===== config.mk =====
export PLATFORM = sky130hd
export DESIGN_NAME = multi_chan_trig
export DESIGN_NICKNAME = d
export VERILOG_FILES = /design/src/rtl/la_trig_pkg.sv /design/src/rtl/chan_match.sv /design/src/rtl/multi_chan_trig.sv
export SDC_FILE = /design/constraint.sdc
export NUM_CORES = 1
export LEC_CHECK = 0
export CAP_MARGIN = 20
export CORE_MARGIN = 2
export CORE_UTILIZATION = 45
export DETAILED_ROUTE_END_ITERATION = 8
export PLACE_DENSITY = 0.8
export SETUP_SLACK_MARGIN = 0.1
export SLEW_MARGIN = 20
export SYNTH_ARGS = -nofsm -noshare
export SYNTH_HDL_FRONTEND = slang
export SYNTH_SLANG_ARGS = --single-unit

===== constraint.sdc =====
create_clock -name clk -period 4.2 [get_ports clk]
set_input_delay 1.26 -clock clk [delete_from_list [all_inputs] [get_ports clk]]
set_output_delay 1.26 -clock clk [all_outputs]
set_load 0.01 [all_outputs]

===== src/rtl/la_trig_pkg.sv =====
// Shared types and config bit positions for the
// multi-channel logic-analyzer trigger.
package la_trig_pkg;

  localparam int CFG_W    = 4;
  localparam int CFG_RISE = 3;
  localparam int CFG_FALL = 2;
  localparam int CFG_HIGH = 1;
  localparam int CFG_LOW  = 0;

  typedef enum logic [1:0] {
    ST_IDLE  = 2'd0,
    ST_ARMED = 2'd1,
    ST_QUAL  = 2'd2,
    ST_TRIGD = 2'd3
  } trig_st_e;

endpackage


===== src/rtl/chan_match.sv =====
// One capture channel: input synchronizers, previous-sample
// registers and edge/level match against its config nibble.
module chan_match
  import la_trig_pkg::*;
(
  input  logic             clk,
  input  logic             rst_n,
  input  logic             ch_h,
  input  logic             ch_l,
  input  logic             smpl_en,
  input  logic [CFG_W-1:0] cfg,
  output logic             match,
  output logic             incl
);

  logic [1:0] h_sync;
  logic [1:0] l_sync;
  logic       prev_h;
  logic       prev_l;
  logic       cur_h;
  logic       cur_l;

  assign cur_h = h_sync[1];
  assign cur_l = l_sync[1];

  always_ff @(posedge clk or negedge rst_n) begin
    if (!rst_n) begin
      h_sync <= '0;
      l_sync <= '0;
      prev_h <= 1'b0;
      prev_l <= 1'b0;
    end else begin
      h_sync <= {h_sync[0], ch_h};
      l_sync <= {l_sync[0], ch_l};
      // tracked in every state so edges are valid on the first armed strobe
      if (smpl_en) begin
        prev_h <= cur_h;
        prev_l <= cur_l;
      end
    end
  end

  assign match = (cfg[CFG_RISE] & ~prev_h & cur_h)
               | (cfg[CFG_FALL] & prev_l & ~cur_l)
               | (cfg[CFG_HIGH] & cur_h)
               | (cfg[CFG_LOW]  & ~cur_l);

  assign incl = |cfg;

endmodule


===== src/rtl/multi_chan_trig.sv =====
// Multi-channel trigger: per-channel match, AND/OR combine,
// qualification counter and arm/trigger FSM.
module multi_chan_trig
  import la_trig_pkg::*;
#(
  parameter int NUM_CH = 5,
  parameter int QUAL_W = 8
) (
  input  logic                    clk,
  input  logic                    rst_n,
  input  logic [NUM_CH-1:0]       ch_h,
  input  logic [NUM_CH-1:0]       ch_l,
  input  logic                    smpl_en,
  input  logic [CFG_W*NUM_CH-1:0] ch_cfg,
  input  logic                    ext_trig,
  input  logic                    ext_en,
  input  logic                    mode_or,
  input  logic [QUAL_W-1:0]       qual_len,
  input  logic                    arm,
  input  logic                    clr_trig,
  output logic                    armed,
  output logic                    triggered,
  output logic                    trig_pls,
  output logic [NUM_CH-1:0]       match_vec
);

  logic [NUM_CH-1:0] match_w;
  logic [NUM_CH-1:0] incl_w;
  trig_st_e          st;
  trig_st_e          st_n;
  logic [QUAL_W-1:0] cnt;
  logic [QUAL_W-1:0] cnt_n;
  logic              pls_n;
  logic              any_m;
  logic              all_m;
  logic              has_term;
  logic              comb;

  for (genvar g = 0; g < NUM_CH; g++) begin : g_ch
    chan_match u_ch (
      .clk     (clk),
      .rst_n   (rst_n),
      .ch_h    (ch_h[g]),
      .ch_l    (ch_l[g]),
      .smpl_en (smpl_en),
      .cfg     (ch_cfg[g*CFG_W +: CFG_W]),
      .match   (match_w[g]),
      .incl    (incl_w[g])
    );
  end

  assign any_m    = (|match_w) | (ext_en & ext_trig);
  assign all_m    = (&(match_w | ~incl_w)) & (~ext_en | ext_trig);
  assign has_term = (|incl_w) | ext_en;
  assign comb     = mode_or ? any_m : (has_term & all_m);

  always_comb begin
    st_n  = st;
    cnt_n = cnt;
    pls_n = 1'b0;
    if (clr_trig) begin
      st_n  = ST_IDLE;
      cnt_n = '0;
    end else begin
      unique case (1'b1)
        st == ST_IDLE: begin
          if (arm) begin
            st_n  = ST_ARMED;
            cnt_n = '0;
          end
        end
        st == ST_ARMED: begin
          if (smpl_en && comb) begin
            if (qual_len == '0) begin
              st_n  = ST_TRIGD;
              pls_n = 1'b1;
            end else begin
              st_n  = ST_QUAL;
              cnt_n = QUAL_W'(1);
            end
          end
        end
        st == ST_QUAL: begin
          if (smpl_en) begin
            if (!comb) begin
              st_n  = ST_ARMED;
              cnt_n = '0;
            end else if (cnt >= qual_len) begin
              st_n  = ST_TRIGD;
              pls_n = 1'b1;
            end else if (cnt != '1) begin
              cnt_n = cnt + QUAL_W'(1);
            end
          end
        end
        default: ;
      endcase
    end
  end

  always_ff @(posedge clk or negedge rst_n) begin
    if (!rst_n) begin
      st        <= ST_IDLE;
      cnt       <= '0;
      armed     <= 1'b0;
      triggered <= 1'b0;
      trig_pls  <= 1'b0;
      match_vec <= '0;
    end else begin
      st        <= st_n;
      cnt       <= cnt_n;
      armed     <= (st_n == ST_ARMED) || (st_n == ST_QUAL);
      triggered <= (st_n == ST_TRIGD);
      trig_pls  <= pls_n;
      if (smpl_en) match_vec <= match_w;
    end
  end

endmodule


==> Word level (Yosys, flattened, before mapping) <==
Cells that the tools add are included.
W data, S select, Z words.
{ "totals": {"elab_cells": 143, "reg_bits": 48} }
{ "op_classes": {"reduce_logical": 14, "n_addsub": 1, "bitwise": 64, "order_cmp": 1, "eq_ne": 12, "n_mux": 25} }
{ "ops": {"columns": ["op", "count"], "rows": [
  ["$mux W8", 8],
  ["$and A1 B1 Y1", 33],
  ["$pmux W8 S3", 1],
  ["$reduce_or A20 Y1", 1],
  ["$reduce_or A4 Y1", 5],
  ["$or A1 B1 Y1", 18],
  ["$mux W2", 6],
  ["$not A1 Y1", 11],
  ["$ne A3 B3 Y1 const B", 3],
  ["$add A8 B1 Y8 const B", 1],
  ["$ge A8 B8 Y1", 1],
  ["$logic_not A8 Y1", 1],
  ["$mux W1", 8],
  ["$ne A8 B8 Y1 const B", 1],
  ["$reduce_and A7 Y1", 1],
  ["$eq A2 B2 Y1 const B", 3],
  ["$pmux W2 S3", 1],
  ["$not A5 Y5", 1],
  ["$or A5 B5 Y5", 1],
  ["$reduce_and A5 Y1", 1],
  ["$reduce_or A5 Y1", 1],
  ["$eq A2 B1 Y1 const B", 2],
  ["$ne A4 B3 Y1 const B", 1],
  ["$ne A4 B4 Y1 const B", 1],
  ["6 further kinds", 6]
]} }

==> Depth between registers and ports, before layout <==
{ "logic_depth": {"word_depth": 17, "depth_mapped": 11} }

==> Cells and area by module <==
From an unflattened synthesis, not the netlist that was laid out.
{ "unflattened": {"hier_cells": 220, "hier_area_um2": 2466.1} }
{ "by_module_without_submodules": {"columns": ["mod", "cells_per_inst", "area_each_um2", "seq_area_each_um2", "n_inst"], "rows": [
  ["multi_chan_trig", 155, 1458.9, 450.4, 1],
  ["chan_match", 13, 201.4, 150.1, 5]
]} }

==> Worst setup path before layout <==
OpenSTA, ideal clock, no wires.
{ "synth_timing": {"path_kind": "input port to flip-flop", "from": "input port ch_cfg[13]", "to": "register armed", "path_stages": 8, "n_path_buf": 0, "arrival_ps": 3135, "setup_slack_ps": 939, "setup_ps": 126, "path_cell_list": "or4_4 o211ai_1 o2111ai_2 o21bai_4 and2_1 o211ai_1 a211oi_1 ha_1"} }
{ "synth_between": {"elab_chain_cells": 14, "word_cells_on_any_way": 23} }
{ "synth_rtl": {"columns": ["element", "line", "text"], "rows": [
  ["start: declaration", "multi_chan_trig.sv:14", "input logic [CFG_W*NUM_CH-1:0] ch_cfg,"],
  ["$and A1 B1 Y1", "chan_match.sv:45", "| (cfg[CFG_HIGH] & cur_h)"],
  ["$or A1 B1 Y1", "chan_match.sv:45", null],
  ["$or A1 B1 Y1", "chan_match.sv:46", "| (cfg[CFG_LOW] & ~cur_l);"],
  ["$or A5 B5 Y5", "multi_chan_trig.sv:53", "assign all_m = (&(match_w | ~incl_w)) & (~ext_en | ext_trig);"],
  ["$reduce_and A5 Y1", "multi_chan_trig.sv:53", null],
  ["$and A1 B1 Y1", "multi_chan_trig.sv:53", null],
  ["$and A1 B1 Y1", "multi_chan_trig.sv:55", "assign comb = mode_or ? any_m : (has_term & all_m);"],
  ["$mux W1 *", "multi_chan_trig.sv:55", null],
  ["$mux W2 / $logic_and A1 B1 Y1 (equally long branches)", "multi_chan_trig.sv:85, multi_chan_trig.sv:73", null],
  ["$mux W2 (on tied branches)", "multi_chan_trig.sv:84, multi_chan_trig.sv:73", null],
  ["$pmux W2 S3 *", "multi_chan_trig.sv:65", "unique case (1'b1)"],
  ["$mux W2 *", "multi_chan_trig.sv:61", "if (clr_trig) begin"],
  ["named net st_n[1]", "multi_chan_trig.sv:30", "trig_st_e st_n;"],
  ["$eq A2 B1 Y1 / $eq A2 B2 Y1 (equally long branches)", "multi_chan_trig.sv:112", "armed <= (st_n == ST_ARMED) || (st_n == ST_QUAL);"],
  ["$logic_or A1 B1 Y1 *", "multi_chan_trig.sv:112", null],
  ["end signal: assignment", "multi_chan_trig.sv:112", null],
  ["end: declaration", "multi_chan_trig.sv:21", "output logic armed,"]
]} }
Mark *: on every way through the listed nets, which the timed path passes. The rest lies on a longest branch.
A chain may end at the register's enable or synchronous reset.

==> Worst setup path after layout <==
{ "layout_timing": {"from": "input port ch_cfg[3]", "to": "register cnt[7]"} }
{ "layout_between": {"elab_chain_cells": 14, "word_cells_on_any_way": 25} }
{ "layout_rtl": {"columns": ["element", "line", "text"], "rows": [
  ["$and A1 B1 Y1 (2 in series)", "chan_match.sv:43", "assign match = (cfg[CFG_RISE] & ~prev_h & cur_h)"],
  ["$or A1 B1 Y1", "chan_match.sv:44", "| (cfg[CFG_FALL] & prev_l & ~cur_l)"],
  ["$or A1 B1 Y1", "chan_match.sv:45", null],
  ["$or A1 B1 Y1", "chan_match.sv:46", null],
  ["$or A5 B5 Y5", "multi_chan_trig.sv:53", null],
  ["$reduce_and A5 Y1", "multi_chan_trig.sv:53", null],
  ["$and A1 B1 Y1", "multi_chan_trig.sv:53", null],
  ["$and A1 B1 Y1", "multi_chan_trig.sv:55", null],
  ["$mux W1 *", "multi_chan_trig.sv:55", null],
  ["$mux W8", "multi_chan_trig.sv:85", "if (!comb) begin"],
  ["$mux W8", "multi_chan_trig.sv:84", "if (smpl_en) begin"],
  ["$pmux W8 S3", "multi_chan_trig.sv:65", null],
  ["$mux W8", "multi_chan_trig.sv:61", null],
  ["end signal: assignment", "multi_chan_trig.sv:111", "cnt <= cnt_n;"],
  ["end: declaration", "multi_chan_trig.sv:31", "logic [QUAL_W-1:0] cnt;"]
]} }
Every way passes the cells marked *; elsewhere a longest branch is shown, timed or not. The select of a mux whose other input is x is not followed.

==> results by group <==
Place
  • Routability cong.: roughly 0.88
  • # port buffers: 53
  • Placed Area: about 3100 um2
  • Detail Placement HPWL: between 4 and 5 mm

Status
  • Outcome: completed

Cells and area
  • Area of all sequential standard cells: ~1200 um2
  • Area grow syn2layout: 29.44%
  • Summed area of non-filler cells in the final layout: 3186 um2
  • Multi-input gate area in the final layout: roughly 1200 um2
  • Number of nets at the end of the flow: between 300 and 400
  • Antenna diode count: 0
  • Fraction of layout instances using a drive strength above 1: 0.1241
  • Final-layout fill cell count: roughly 450

Pwr
  • Cell leakage power: approximately 1.4 nW
  • Proportion of power drawn by combinational gates: 0.192
  • Fraction of power consumed by the clock network: 0.314
  • Switching fraction of total power: 0.2488
  • Net switching power figure: approximately 0.26 mW
  • Worst IR Drop VDD: between 200 and 250 uV
  • Seq pwr share: 0.495
  • P_int: a little under 0.8 mW
  • P per Cell Area: roughly 320 nW/um2

Clocking
  • Post-cts hold buffer count: 0
  • Maximum number of buffers from clock root to sink: 2
  • Number of cells upsized or downsized after cts: 0
  • # Post-CTS Setup Buffers: 0
  • Total number of clock tree sinks: 48
  • H-tree level count: 2
  • CTS Buf Count: 5
  • Clock transition time at the flip-flop clock pins of the worst setup and hold paths: 0.08 ns
  • TritonCTS clock tree: yes
  • Buffer type at the clock tree root: clkbuf_8
  • Clock latency on the worst-skew pair: around 0.30 ns

Critical path
  • Timing startpoint of the critical path: ch_cfg[3]
  • Library cell contributing the largest single delay on the critical path: or4_1
  • Cell type with the highest occurrence count on the critical path: o21ai_0
  • Buf/Inv on CP: 1
  • Setup slack, reg-to-reg: ~1.4 ns
  • Max Fanout on Critical Path: 7
  • Worst-case reg-to-reg path depth: 10
  • CP delay by family, top: simple AND/OR/NAND/NOR gates
  • Endpoint type of the worst setup path: flop
  • Largest stage delay, worst path: 0.69 ns
  • Crit Path Category: input port to flop
  • Sort of element at the start of the critical path: input port
  • Cell count along the critical path: 9
  • CP Data Arrival Time: about 3.8 ns
  • Endpoint of the worst setup timing path: cnt[7]$_DFFE_PN0P_
  • CP cell instances: clkdlybuf4s50_1, nor2b_1, o21ai_0, o21ai_0, or4_1, nand2_2, or3b_1, a21oi_2, a221o_1
  • CP Data Required Time: around 4.4 ns
  • Endpoint of the most critical register-to-register path: cnt[7]$_DFFE_PN0P_
  • Reg-to-reg startpoint: st[1]$_DFF_PN0_

Yosys
  • Dominant cell type by area after synthesis: dfrtp_1
  • Syn. warnings: 0
  • Total nets after synthesis: between 200 and 300
  • Area share of the largest cell type after synthesis: 0.4881
  • Post-synthesis sequential area ratio: 0.4881
  • Ranking of synthesized cells by area: dfrtp_1 49%, ha_1 7.1%, mux2_2 4.6%
  • Synth Flop Type: dfrtp_1
  • Cell variety after synth: 50
  • Post-synthesis register bit count: 48
  • Number of enable flip-flop cells after synthesis: 0
  • Synthesized cell area: approximately 2500 um2
  • Share of async-settable or async-resettable flops after synthesis: 1.000
  • Mean area per synthesized cell: 10.65 um2
  • Post-synthesis cell count: 231

STA
  • Setup repair after global routing missed its margin: no
  • Actual slew at the worst max-slew pin: 0.5916 ns
  • Post-route clock period utilization: 0.8678
  • Max-slew violation count: 0
  • Clock Skews: approximately 0.0084 ns
  • Shortest clock period the worst path allows after layout: about 3.6 ns
  • Hold Vio Cnt, Final: 0
  • Relative max-transition margin: 0.6056
  • Max frequency: 0.2744 GHz
  • Total negative slack for setup checks: 0 ns
  • Count of final setup violators: 0
  • Worst-case hold slack: between 0.3 and 0.4 ns

Detailed routing
  • Number of DRC violations after detailed-routing iteration 0: between 150 and 200
  • Vias per inst: between 5 and 6
  • Via count: 1998
  • Detailed-routing iteration count for the pre-antenna-repair pass: 4
  • Number of nets still failing antenna checks after routing: 0
  • WL final: ~5 mm
  • Post-route DRC: 0
  • WL per Instance: about 14 um

Floorplan
  • Starting density of the core: 0.4728
  • Overall die area: ~6100 um2
  • Die Ht: roughly 80 um
  • Die span in x: ~78 um
  • Num rows: 26
  • CORE AREA: 5205 um2
  • Total I/O pin count: 54

Global route
  • Remaining Overflow, GRT: 0
  • Overall track demand over capacity in global routing: 0.1820
  • Wire length of the first global-routing pass: about 8.7 mm
  • Pin count of the biggest net entering global routing: around 50
  • Vias in the first global route: about 1.9k
  • Initial antenna violation count: 0

Job
  • Max-cap violations: 0

Min path
  • Worst Hold Class: flop to flop
layer usage:
| layer | vias up | part of all wire | track usage |
|---|---|---|---|
| met2 | 69 | 0.48 | 0.2931 |
| met1 | 948 | 0.45 | 0.2475 |
| met4 | 0 | 0.0099 | 0.05614 |
| met5 | - | 0 | 0 |
| li1 | 974 | - | - |
| met3 | 7 | 0.055 | 0.03837 |
registers in the layout, indices dropped and copies added, names as in the netlist:
register	count
armed	1
cnt	8
g_ch.u_ch.h_sync	10
g_ch.u_ch.l_sync	10
g_ch.u_ch.prev_h	5
g_ch.u_ch.prev_l	5
match_vec	5
st	2
trig_pls	1
triggered	1
worst reg2reg max path, cell delays in order (launching register included):
cell and delay [ns]:
dfrtp_1 0.43, inv_1 0.11, ha_1 0.26, or3b_2 0.47
nor4_2 0.32, nor2_1 0.13, nand3_1 0.11, o22ai_1 0.09
or2_4 0.28, and3_4 0.17, a221o_1 0.29
how the worst min path moves through the flow:
| stage | from | to | depth (start not counted) |
|---|---|---|---|
| finish | g_ch[0].u_ch.l_sync[0]$_DFF_PN0_ | g_ch[0].u_ch.l_sync[1]$_DFF_PN0_ | 0 |
| global route | g_ch[2].u_ch.h_sync[0]$_DFF_PN0_ | g_ch[2].u_ch.h_sync[1]$_DFF_PN0_ | 0 |
| CTS | g_ch[0].u_ch.l_sync[0]$_DFF_PN0_ | g_ch[0].u_ch.l_sync[1]$_DFF_PN0_ | 0 |
| detailed placement | g_ch[2].u_ch.h_sync[0]$_DFF_PN0_ | g_ch[2].u_ch.h_sync[1]$_DFF_PN0_ | 0 |
| global placement | g_ch[0].u_ch.l_sync[0]$_DFF_PN0_ | g_ch[0].u_ch.l_sync[1]$_DFF_PN0_ | 0 |
| floorplan | g_ch[0].u_ch.h_sync[0]$_DFF_PN0_ | g_ch[0].u_ch.h_sync[1]$_DFF_PN0_ | 0 |
cell families (layout without fill, tap and decap cells):
kind of cell | Yosys count | count (layout) | synth area share
muxes | 10 | 10 | 0.04576
AOI/OAI and AO/OA | 51 | 51 | 0.1479
and+or+nand+nor | 89 | 89 | 0.2171
buffers and inverters | 19 | 78 | 0.02999
DFF | 48 | 48 | 0.4881
adders and majority gates | 14 | 14 | 0.07118
power by group through the flow:
stage,logic (mW),registers (mW),clock network [mW]
after floorplan,0.100,0.517,0
after global placement,0.193,0.518,0
after detailed placement,0.198,0.518,0
after CTS,0.198,0.509,0.335
after global routing,0.218,0.512,0.354
final,0.197,0.509,0.323
Yosys cell counts, types with 2 or more instances:
cell and count:
dfrtp_1 48, nor2_1 23, ha_1 14, inv_1 14
o21ai_0 12, nand2_1 11, mux2_2 10, nor2b_1 9
a21oi_1 8, nand3_1 8, a31oi_1 6, nand4_1 6
a221o_1 5, and3_1 4, nor4_1 4, a211oi_1 3
o211ai_1 3, or2_2 3, or4_1 3, buf_2 2
clkbuf_1 2, nor4b_1 2, o22ai_1 2, o31ai_1 2
or4_4 2
cell type report:
type,count,area share
Clock buffer,6,0.02278
Sequential cell,48,0.3771
Tap cell,70,0.02749
Multi-Input combinational cell,164,0.3723
Inverter,14,0.01650
Timing Repair Buffer,56,0.1728
Clock inverter,2,0.01100
cell usage in the layout, fill, tap and decap left out, types with 4 or more instances in the layout:
master	count
dfrtp_1	48
and3_1	4
buf_4	4
ha_1	14
nor2_1	23
o21ai_0	12
nand3_1	8
clkbuf_8	5
a21oi_1	8
mux2_2	10
nand4_1	6
nor4_1	4
a31oi_1	6
clkdlybuf4s50_1	52
nor2b_1	9
a221o_1	5
inv_1	14
nand2_1	11
through the flow:
stage | std cells | setup slack [ns] | power [mW] | utilization
after CTS | 360 | 0.5790 | 1.042 | 0.6115
after global placement | 352 | 0.3102 | 0.7112 | 0.5909
final | 360 | 0.5552 | 1.029 | 0.6120
after floorplan | 231 | 0.9393 | 0.6169 | -
after global routing | 360 | 0.4107 | 1.084 | 0.6120
after detailed placement | 352 | 0.2546 | 0.7154 | 0.5909
Note: power is estimated with default switching activity, not from simulation.
